$ cat config.mk
export PLATFORM = sky130hd
export DESIGN_NAME = xi_index_emitter
export DESIGN_NICKNAME = d
export VERILOG_FILES = /design/src/rtl/xi_index_emitter.sv
export SDC_FILE = /design/constraint.sdc
export NUM_CORES = 1
export LEC_CHECK = 0
export CORE_MARGIN = 4
export CORE_UTILIZATION = 50
export CTS_BUF_LIST = sky130_fd_sc_hd__clkbuf_16
export CTS_CLUSTER_DIAMETER = 30
export CTS_CLUSTER_SIZE = 10
export DETAILED_ROUTE_END_ITERATION = 7
export PLACE_DENSITY_LB_ADDON = 0.3
export SLEW_MARGIN = 20
export SYNTH_ARGS = -nofsm -noshare
export SYNTH_HDL_FRONTEND = slang
export SYNTH_SLANG_ARGS = --single-unit
$ cat constraint.sdc
create_clock -name i_clk -period 3.21 [get_ports i_clk]
set_clock_uncertainty 0.2 [all_clocks]
set_input_delay 0.8025 -clock i_clk [delete_from_list [all_inputs] [get_ports i_clk]]
set_output_delay 0.8025 -clock i_clk [all_outputs]
set_load 0.01 [all_outputs]
$ cat src/rtl/xi_index_emitter.sv
// xi_index_emitter
//   Serialises each accepted selected-element mask into element indices, lowest
//   set bit first, over a valid/ready stream. Each index is tagged with its
//   running output rank within the current sort pass, and the final index of
//   the pass is flagged. A one-cycle pulse marks pass completion, and a sticky
//   flag records a pass that emitted more than N indices.
//
// Ports
//   i_clk, i_rst        clock, synchronous active-high reset
//   i_xi_valid/o_xi_ready/i_xi/i_xi_last   mask input stream
//   o_idx_valid/i_idx_ready/o_idx          index output stream
//   o_rank              output position of o_idx within the pass (saturates N-1)
//   o_idx_last          o_idx is the final index of the pass
//   o_pass_done         one-cycle pulse after the pass completes
//   o_overflow          sticky: more than N indices emitted in one pass

module xi_index_emitter #(
    parameter int unsigned N  = 8,
    parameter int unsigned IW = $clog2(N),
    parameter int unsigned CW = $clog2(N + 1)
) (
    input  logic          i_clk,
    input  logic          i_rst,
    input  logic          i_xi_valid,
    output logic          o_xi_ready,
    input  logic [N-1:0]  i_xi,
    input  logic          i_xi_last,
    output logic          o_idx_valid,
    input  logic          i_idx_ready,
    output logic [IW-1:0] o_idx,
    output logic [IW-1:0] o_rank,
    output logic          o_idx_last,
    output logic          o_pass_done,
    output logic          o_overflow
);

    localparam logic [CW-1:0] NCnt    = CW'(N);
    localparam logic [IW-1:0] RankMax = IW'(N - 1);

    typedef enum logic [0:0] {
        StIdle,
        StDrain
    } state_e;

    state_e        state_q, state_d;
    logic [N-1:0]  residual_q, residual_d;
    logic          last_q, last_d;
    logic [CW-1:0] cnt_q, cnt_d;
    logic          pass_done_q, pass_done_d;
    logic          overflow_q, overflow_d;

    logic [IW-1:0] lowest_idx;
    logic [N-1:0]  residual_cleared;
    logic          residual_single;

    // Priority encoder: bit 0 has the highest priority, so scan downwards and
    // let the lowest set bit win.
    always_comb begin
        lowest_idx = '0;
        for (int i = N - 1; i >= 0; i--) begin
            if (residual_q[i]) begin
                lowest_idx = IW'(i);
            end
        end
    end

    // x & (x-1) drops exactly the lowest set bit, i.e. the index being emitted.
    assign residual_cleared = residual_q & (residual_q - {{(N - 1){1'b0}}, 1'b1});
    assign residual_single  = (residual_q != '0) && (residual_cleared == '0);

    always_comb begin
        state_d     = state_q;
        residual_d  = residual_q;
        last_d      = last_q;
        cnt_d       = cnt_q;
        pass_done_d = 1'b0;
        overflow_d  = overflow_q;

        unique case (state_q)
            StIdle: begin
                if (i_xi_valid) begin
                    if (i_xi != '0) begin
                        residual_d = i_xi;
                        last_d     = i_xi_last;
                        state_d    = StDrain;
                    end else if (i_xi_last) begin
                        // Empty final mask still closes the pass.
                        pass_done_d = 1'b1;
                        cnt_d       = '0;
                    end
                end
            end
            StDrain: begin
                if (i_idx_ready) begin
                    residual_d = residual_cleared;
                    if (cnt_q < NCnt) begin
                        cnt_d = cnt_q + CW'(1);
                    end else begin
                        overflow_d = 1'b1;
                    end
                    if (residual_cleared == '0) begin
                        state_d = StIdle;
                        if (last_q) begin
                            pass_done_d = 1'b1;
                            cnt_d       = '0;
                        end
                    end
                end
            end
            default: state_d = StIdle;
        endcase
    end

    always_ff @(posedge i_clk) begin
        if (i_rst) begin
            state_q     <= StIdle;
            residual_q  <= '0;
            last_q      <= 1'b0;
            cnt_q       <= '0;
            pass_done_q <= 1'b0;
            overflow_q  <= 1'b0;
        end else begin
            state_q     <= state_d;
            residual_q  <= residual_d;
            last_q      <= last_d;
            cnt_q       <= cnt_d;
            pass_done_q <= pass_done_d;
            overflow_q  <= overflow_d;
        end
    end

    assign o_xi_ready  = (state_q == StIdle);
    assign o_idx_valid = (state_q == StDrain);
    assign o_idx       = lowest_idx;
    assign o_rank      = (cnt_q >= NCnt) ? RankMax : cnt_q[IW-1:0];
    assign o_idx_last  = last_q & residual_single;
    assign o_pass_done = pass_done_q;
    assign o_overflow  = overflow_q;

endmodule

==> run summary, run 1 <==
At the later pin of the worst-skew pair, clock insertion delay measures 0.24 ns. The number of warnings reported in the yosys synthesis log is 0. The post-cts sizing count came out at 2. By area the synthesized netlist is led by dfxtp_1 (32%), a21oi_1 (7.1%), nor2_1 (5.7%). The fraction of final layout cells with drive strength greater than 1 is 0.152. The endpoint of the most critical register-to-register path is cnt_q[0]. For flop-to-flop paths, the worst setup slack is 1.22 ns. The worst endpoint required time came out at 2.21 ns. During placement, the flow inserted port buffers numbering 23. The worst setup timing slack at the placement stage is 0.258 ns. By count the netlist is led by dfxtp_1 (16), nor2_1 (15), a21oi_1 (14), nand2_1 (11), o21ai_1 (7).

The setup-violating endpoint count in the final report came out at 0. The total overflow left after global routing is 0. The share of cell area taken by muxes after synthesis came out at 0.0101. The area of the placeable core came out at 1800 um^2. In this run, synthesis inferred 0 flip-flops with an integrated enable. The number of buffers inserted by post-CTS setup repair is 0. The number of global-route vias before repair is 1,090. TritonCTS built the clock tree. The worst setup path is launched from a flop. The CTS buffer count came out at 3. Setup slack closes at 0.188 ns. The number of violations reported at the end of detailed-routing iteration 0 came out at 29. In the routed design, unresolved DRC markers number 0. The most used flip-flop cell after synthesis is dfxtp_1. In this run the worst hold path is classified as flop to flop. The antenna diode instance count came out at 0.

Setup repair after global routing left no endpoint under its margin. The fraction of the mapped netlist area in compound gates came out at 0.325. The peak supply drop is 347 uV. The kind of critical path is flop to output port. The max-cap check violation count came out at 0.

The utilization of the core after routing came out at 0.744. The final layout net count is 162. The slew at the pin closest to its max-slew limit is 0.479 ns.

The congestion estimate from routability-driven global placement came to 0.842. The number of standard cells after synthesis came out at 120. The register area share after synthesis came out at 0.323.

The synthesized-area fraction occupied by and/or/nand/nor cells is 0.271. The clock passes through at most 2 buffers. The total count of max-transition violations in the final report is 0. The post-detailed-placement half-perimeter wirelength is 2080 um. The detail-routed net length per standard cell came out at 16.7 um.

Each instance of the synthesized netlist takes up on average 8.27 um^2. The number of antenna violations at the first check in global routing is 0. The worst path needs 3.02 ns of the cycle, external delays included. The starting density of the core came out at 0.551.

The root buffer cell chosen for the clock tree is clkbuf_16. Of the total synthesized cell area, the portion taken by full adders, half adders and majority gates is 0.0353. The routed wire length is 2830 um.

The H-tree depth reported by CTS is 1. The flow ran to the end, and the final reports show no timing, DRC or antenna violations. In this run the worst path has a maximum fanout of 8. The share of flip-flops with an asynchronous set or reset came out at 0. The leading cell type by number of instances after synthesis is dfxtp_1. From bottom edge to top edge, the die measures 52.5 um.

Before antenna repair, the detailed router went through 7 iterations. The remaining number of nets flagged by the antenna check after routing is 0. The worst-case reg-to-reg path depth came out at 5. The number of top-level pins is 24. The count of hold buffers inserted by post-cts repair came out at 0. The floorplan row count came out at 15. The number of unique standard cell types used by synthesis is 45. Summed over all cells, the static leakage comes to 0.507 nW. The clock edge transition at the registers on the reported setup and hold paths is 0.05 ns.

Based on the critical path, the design can be clocked at up to 331 MHz. The kind of capture point of the worst setup path is an output port. The net count of the mapped netlist is 135. The area share of xor/xnor cells in the synthesized design came out at 0.

The final hold violation count came out at 0. In this run the worst setup path terminates at o_idx_last. Counting flops and latches in the post-synthesis netlist gives 16.

In the final timing run, aggregate negative setup slack is 0 ns. The total via count after detailed routing is 1,070. The maximum number of pins on one net before global-route repair is 11. The power per unit of standard cell area is 458 nW/um^2. The number of sinks handled by clock tree synthesis is 16.

The die area is 2760 um^2. In the global route stage, overall resource usage came out at 0.234. The worst slew margin relative to its limit came out at 0.678. By area, the combinational part of the netlist is dominated by compound AO/OA/AOI/OAI gates. Fill cells in the final layout number 139. The top cell type's share of synthesized area came out at 0.323.

In this run the critical register-to-register path is launched from residual_q[0]. The start point of the critical path is residual_q[0]. The cell type contributing the most total cell area after synthesis is dfxtp_1. The detailed-route vias per instance came out at 6.29. Data arrives at the worst endpoint at 2.02 ns. The global-route wire length before repair came out at 4770 um.

The cell area after technology mapping is 992 um^2. The period utilization is 0.941. The die extent in x is 52.5 um.

From synthesis to final layout, the design area changed by 35.2%.
## per-layer routing
metal | vias up | GRT usage | share of wire
met5 | - | 0 | 0
met4 | 0 | 0.0851 | 0.021
met3 | 12 | 0.0627 | 0.057
met2 | 59 | 0.421 | 0.52
met1 | 504 | 0.260 | 0.40
li1 | 495 | - | -
## cells by family after synthesis
family | count (synthesis)
and+or+nand+nor | 48
muxes | 1
adders and majority gates | 3
DFF | 16
AOI/OAI and AO/OA | 43
buffers and inverters | 9
## metrics by stage
| stage | std cells | hold WS, ns | total power, W | cell area [um^2] |
|---|---|---|---|---|
| 5_1_grt | 170 | 0.323 | 0.000640 | 1340 |
| 4_1_cts | 170 | 0.284 | 0.000616 | 1340 |
| 2_1_floorplan | 120 | 0.253 | 0.000310 | 992 |
| 6_report | 170 | 0.274 | 0.000614 | 1340 |
| 3_5_place_dp | 167 | 0.275 | 0.000371 | 1260 |
| 3_3_place_gp | 167 | 0.266 | 0.000366 | 1260 |
## state kept, by name (all words and copies together) (netlist names)
signal / count
o_pass_done: 1
o_overflow: 1
last_q: 1
o_idx_valid: 1
residual_q: 8
cnt_q: 4
## worst max-delay path, cell delays in order, from the launching register on
cell and delay, ns:
dfxtp_1 0.39, or3_4 0.45, a2111oi_4 0.37, o211ai_4 0.17, a21oi_1 0.14, dlygate4sd2_1 0.28
## layout make-up
cell class	count	area, um^2	area share
inverters	6	22.5	0.0168
flip-flops and latches	16	320	0.239
multi-input cells	95	648	0.483
repair buffers	25	244	0.182
clock buffers	3	75.1	0.0560
well taps	25	31.3	0.0233
## cell usage in the layout (no fill, tap or decap), types with 2 or more instances in the layout
master,count
a21oi_1,14
a22oi_1,2
a41o_1,2
buf_4,2
clkbuf_16,3
clkdlybuf4s50_1,22
dfxtp_1,16
ha_1,2
inv_1,6
nand2_1,11
nor2_1,15
nor3_1,2
nor4_2,2
o21ai_0,3
o21ai_1,7
or2_2,5
## worst min-delay path by stage
stage / from / endpoint / slack [ns] / cells after the start
2_1_floorplan: cnt_q[2] / cnt_q[2] / 0.25 / 2
3_3_place_gp: o_overflow / o_overflow / 0.27 / 2
3_5_place_dp: o_overflow / o_overflow / 0.27 / 2
4_1_cts: o_overflow / o_overflow / 0.28 / 2
5_1_grt: cnt_q[2] / cnt_q[2] / 0.32 / 2
6_report: o_overflow / o_overflow / 0.27 / 2
## where the power goes
| part | internal [W] | switching, W |
|---|---|---|
| Clock | 0.000163 | 0.0000756 |
| Sequential | 0.000209 | 0.0000207 |
| Combinational | 0.0000748 | 0.0000707 |
Power figures use the tool's default switching activity.
==> run 2, diff against run 1 <==
- HOLD_SLACK_MARGIN: not set -> 0.05
==> results of run 2 <==
The final DEF is identical to that of run 1; final timing and power are the same.
==> run 3, diff against run 2 <==
- CORE_UTILIZATION: 50 -> 48
- clock period: 3.21 -> 2.9 ns (I/O delays scaled with it)
==> run 3 against run 2 <==
Compared with the run above: via count shrank 7.6%; global-route usage shrank 3.6 points; combinational power grew 9.7%; die area grew 3.5%; register-to-register slack lost 0.27 ns; flip-flop and latch count is the same; critical path type unchanged; highest routed layer unchanged.
==> run summary, run 3 (synthesis results as in run 1) <==
Result of the run: finished clean (unchanged). The total power came out at 0.000667 W (was 0.000614 W). The max-cap check violation count came to 0 (unchanged).

The clock share of power is 0.386 (was 0.389). The arrival time reported for the critical path endpoint came out at 1.85 ns (was 2.02 ns). The area after detailed placement came out at 1290 um^2 (was 1260 um^2). The total negative setup slack is 0 ns (unchanged).

The critical path's top delay family is compound AO/OA/AOI/OAI gates (unchanged). Series of cell instances along the critical path: or3_4 -> a2111oi_4 -> o211ai_4 -> a21oi_1 -> dlygate4sd2_1 (unchanged). The global router's overall resource usage came out at 0.198 (was 0.234). The global routing met1 resource utilization came out at 0.235 (was 0.260). The CTS tree was built (unchanged). The number of buffers inserted by post-CTS setup repair is 0 (unchanged). The CTS root buffer is clkbuf_16 (unchanged).

The slew at the pin closest to its max-slew limit came out at 0.387 ns (was 0.479 ns). The die area came out at 2860 um^2 (was 2760 um^2). The area of the placeable core is 1960 um^2 (was 1800 um^2). The largest fanout on the critical path is 8 (unchanged). The power per unit of standard cell area came out at 489 nW/um^2 (was 458 nW/um^2).

The power spent charging and discharging nets came out at 0.000171 W (was 0.000167 W). The post-route DRC violation count came out at 0 (unchanged). The antenna diode instance count is 0 (unchanged). The maximum number of pins on one net before global-route repair came to 11 (unchanged). The proportion of power drawn by flip-flops and latches came out at 0.375 (was 0.374).

The floorplan row count came out at 16 (was 15). The routability-driven placement congestion ratio came out at 0.830 (was 0.842). The period utilization is 0.956. The total via count after detailed routing is 989 (was 1,070).

The number of detailed-route iterations in the first pass came out at 4 (was 7). The largest incremental delay on the critical path was 0.43 ns (was 0.45 ns). The internal power is 0.000496 W (was 0.000447 W). The startpoint type of the worst setup path is a flop (unchanged). The clock edge transition at the registers on the reported setup and hold paths is 0.05 ns (about the same). The kind of critical path is flop to output port (unchanged). The number of flip-flops in the largest register is 8 (unchanged). The final critical-path required period is 2.77 ns.

The starting density of the core came to 0.506 (was 0.551). The post-detailed-placement half-perimeter wirelength came out at 1930 um (was 2080 um). The classification of the worst-slack hold path is flop to flop (unchanged). The kind of capture point of the worst setup path is an output port (unchanged). The global routing met2 resource utilization came out at 0.339 (was 0.421). The number of cells on the critical path came to 5 (unchanged). The cell count after placement is 173 (was 167).

The commonest non-fill, non-tap cell in the layout was clkdlybuf4s50_1 (unchanged). The final non-filler cell area is 1360 um^2 (was 1340 um^2). The count of hold buffers inserted by post-cts repair is 0 (unchanged). The detailed-route vias per instance came to 5.62 (was 6.29). The register with the most flip-flops is residual_q (unchanged). The peak supply drop is 325 uV (was 347 uV). The worst slew margin relative to its limit was 0.740 (was 0.678). The number of sinks handled by clock tree synthesis is 16 (unchanged). Most used cells in the layout excluding fill and tap cells: clkdlybuf4s50_1 (22), dfxtp_1 (16), nor2_1 (15), a21oi_1 (14), nand2_1 (11) (unchanged). The global-route layer with the greatest usage is met2 (unchanged). The fraction of final layout cells with drive strength greater than 1 is 0.174 (was 0.152).

The CTS buffer count came to 3 (unchanged). The number of global-route vias before repair was 971 (was 1,090). The static leakage came out at 0.526 nW (was 0.507 nW).

The number of violations reported at the end of detailed-routing iteration 0 is 22 (was 29). The total count of max-transition violations in the final report is 0 (unchanged). Registers with the most flip-flops: residual_q x8, cnt_q x4 (unchanged). The synthesis-to-layout area growth is 37.3% (was 35.2%). The worst hold path depth came out at 2 (unchanged).

RSZ-0062 raised after global routing: no (unchanged). The remaining number of nets flagged by the antenna check after routing came to 0 (unchanged). The number of standard cells in the final layout excluding fillers is 176 (was 170).

The worst path buffer plus inverter count came to 1 (unchanged). The highest clock frequency the design can meet came out at 361 MHz. The maximum count of clock buffers along a single path is 2 (unchanged). The global-route track usage on met3 is 0.0394 (was 0.0627).

The worst-case reg-to-reg path depth is 6 (was 5). The setup-violating endpoint count in the final report came out at 0 (unchanged). The clock latency reported for the late side of the worst-skew pair was 0.24 ns (about the same).

The die extent in y is 53.5 um (was 52.5 um). The number of input and output port buffers inserted was 23 (unchanged). The switching power as a share of total power came to 0.257 (was 0.272).

The die extent in x came out at 53.5 um (was 52.5 um). The worst endpoint required time was 1.98 ns (was 2.21 ns). The final layout net count is 166 (was 162).

The detail-routed net length per standard cell is 14.1 um (was 16.7 um). The aggregate global routing overflow came out at 0 (unchanged). The final hold violation count came out at 0 (unchanged). The slowest cell on the critical path is or3_4 (unchanged). The global-route wire length before repair is 4220 um (was 4770 um). The logic gate share of total power came out at 0.239 (was 0.237).

The number of antenna violations at the first check in global routing is 0 (unchanged). The H-tree depth reported by CTS is 1 (unchanged). The routed wire length came out at 2480 um (was 2830 um). The worst-case hold slack came to 0.287 ns (was 0.274 ns). The number of top-level pins came out at 24 (unchanged).
run 3: cell types whose count changed in the layout (fill, tap and decap cells not counted):
cell / delta
o32ai_4: -1
o32ai_2: +1
buf_4: +4
run 3: metal layers:
layer | part of all wire | vias to the layer above | wire, um
met2 | 0.51 | 16 | 1270
li1 | - | 501 | -
met3 | 0.043 | 4 | 107
met1 | 0.43 | 468 | 1080
met4 | 0.011 | 0 | 27
met5 | 0 | - | 0
run 3: power groups by stage:
stage / Clock [W] / Sequential (W) / Combinational [W]
floorplan: 0 / 0.000251 / 0.0000926
global placement: 0 / 0.000252 / 0.000158
detailed placement: 0 / 0.000253 / 0.000160
CTS: 0.000262 / 0.000249 / 0.000160
global route: 0.000273 / 0.000251 / 0.000176
finish: 0.000258 / 0.000250 / 0.000159
run 3: layout make-up:
type	count	area, um^2
multi-input cells	95	637
fillers	167	599
clock buffers	3	75.1
inverters	6	22.5
well taps	27	33.8
repair buffers	29	274
flip-flops and latches	16	320
run 3: repair_timing:
| action | CTS | global route |
|---|---|---|
| pin swaps | 1 | 1 |
| resized for setup | 1 | 0 |
| setup endpoints to repair | 1 | 1 |
run 3: path summary, 6_finish.rpt:
check	to	startpoint	slack (ns)
max	o_idx_last	residual_q[0]	0.13
max reg2reg	cnt_q[0]	residual_q[0]	0.95
min reg2reg	o_overflow	o_overflow	0.29
min	o_overflow	o_overflow	0.29
run 3: per-stage QoR:
step	util	setup slack, ns
after floorplan	-	0.567
after global placement	0.657	0.158
after detailed placement	0.657	0.112
after CTS	0.695	0.0508
after global routing	0.695	0.0216
final	0.695	0.128
run 3: worst reg2reg max path, delay by kind of cell (launching register included):
kind            cells  cell delay [ns]
compound gates      4             0.65
buf+inv             1             0.17
flops               1             0.37
simple gates        1             0.43
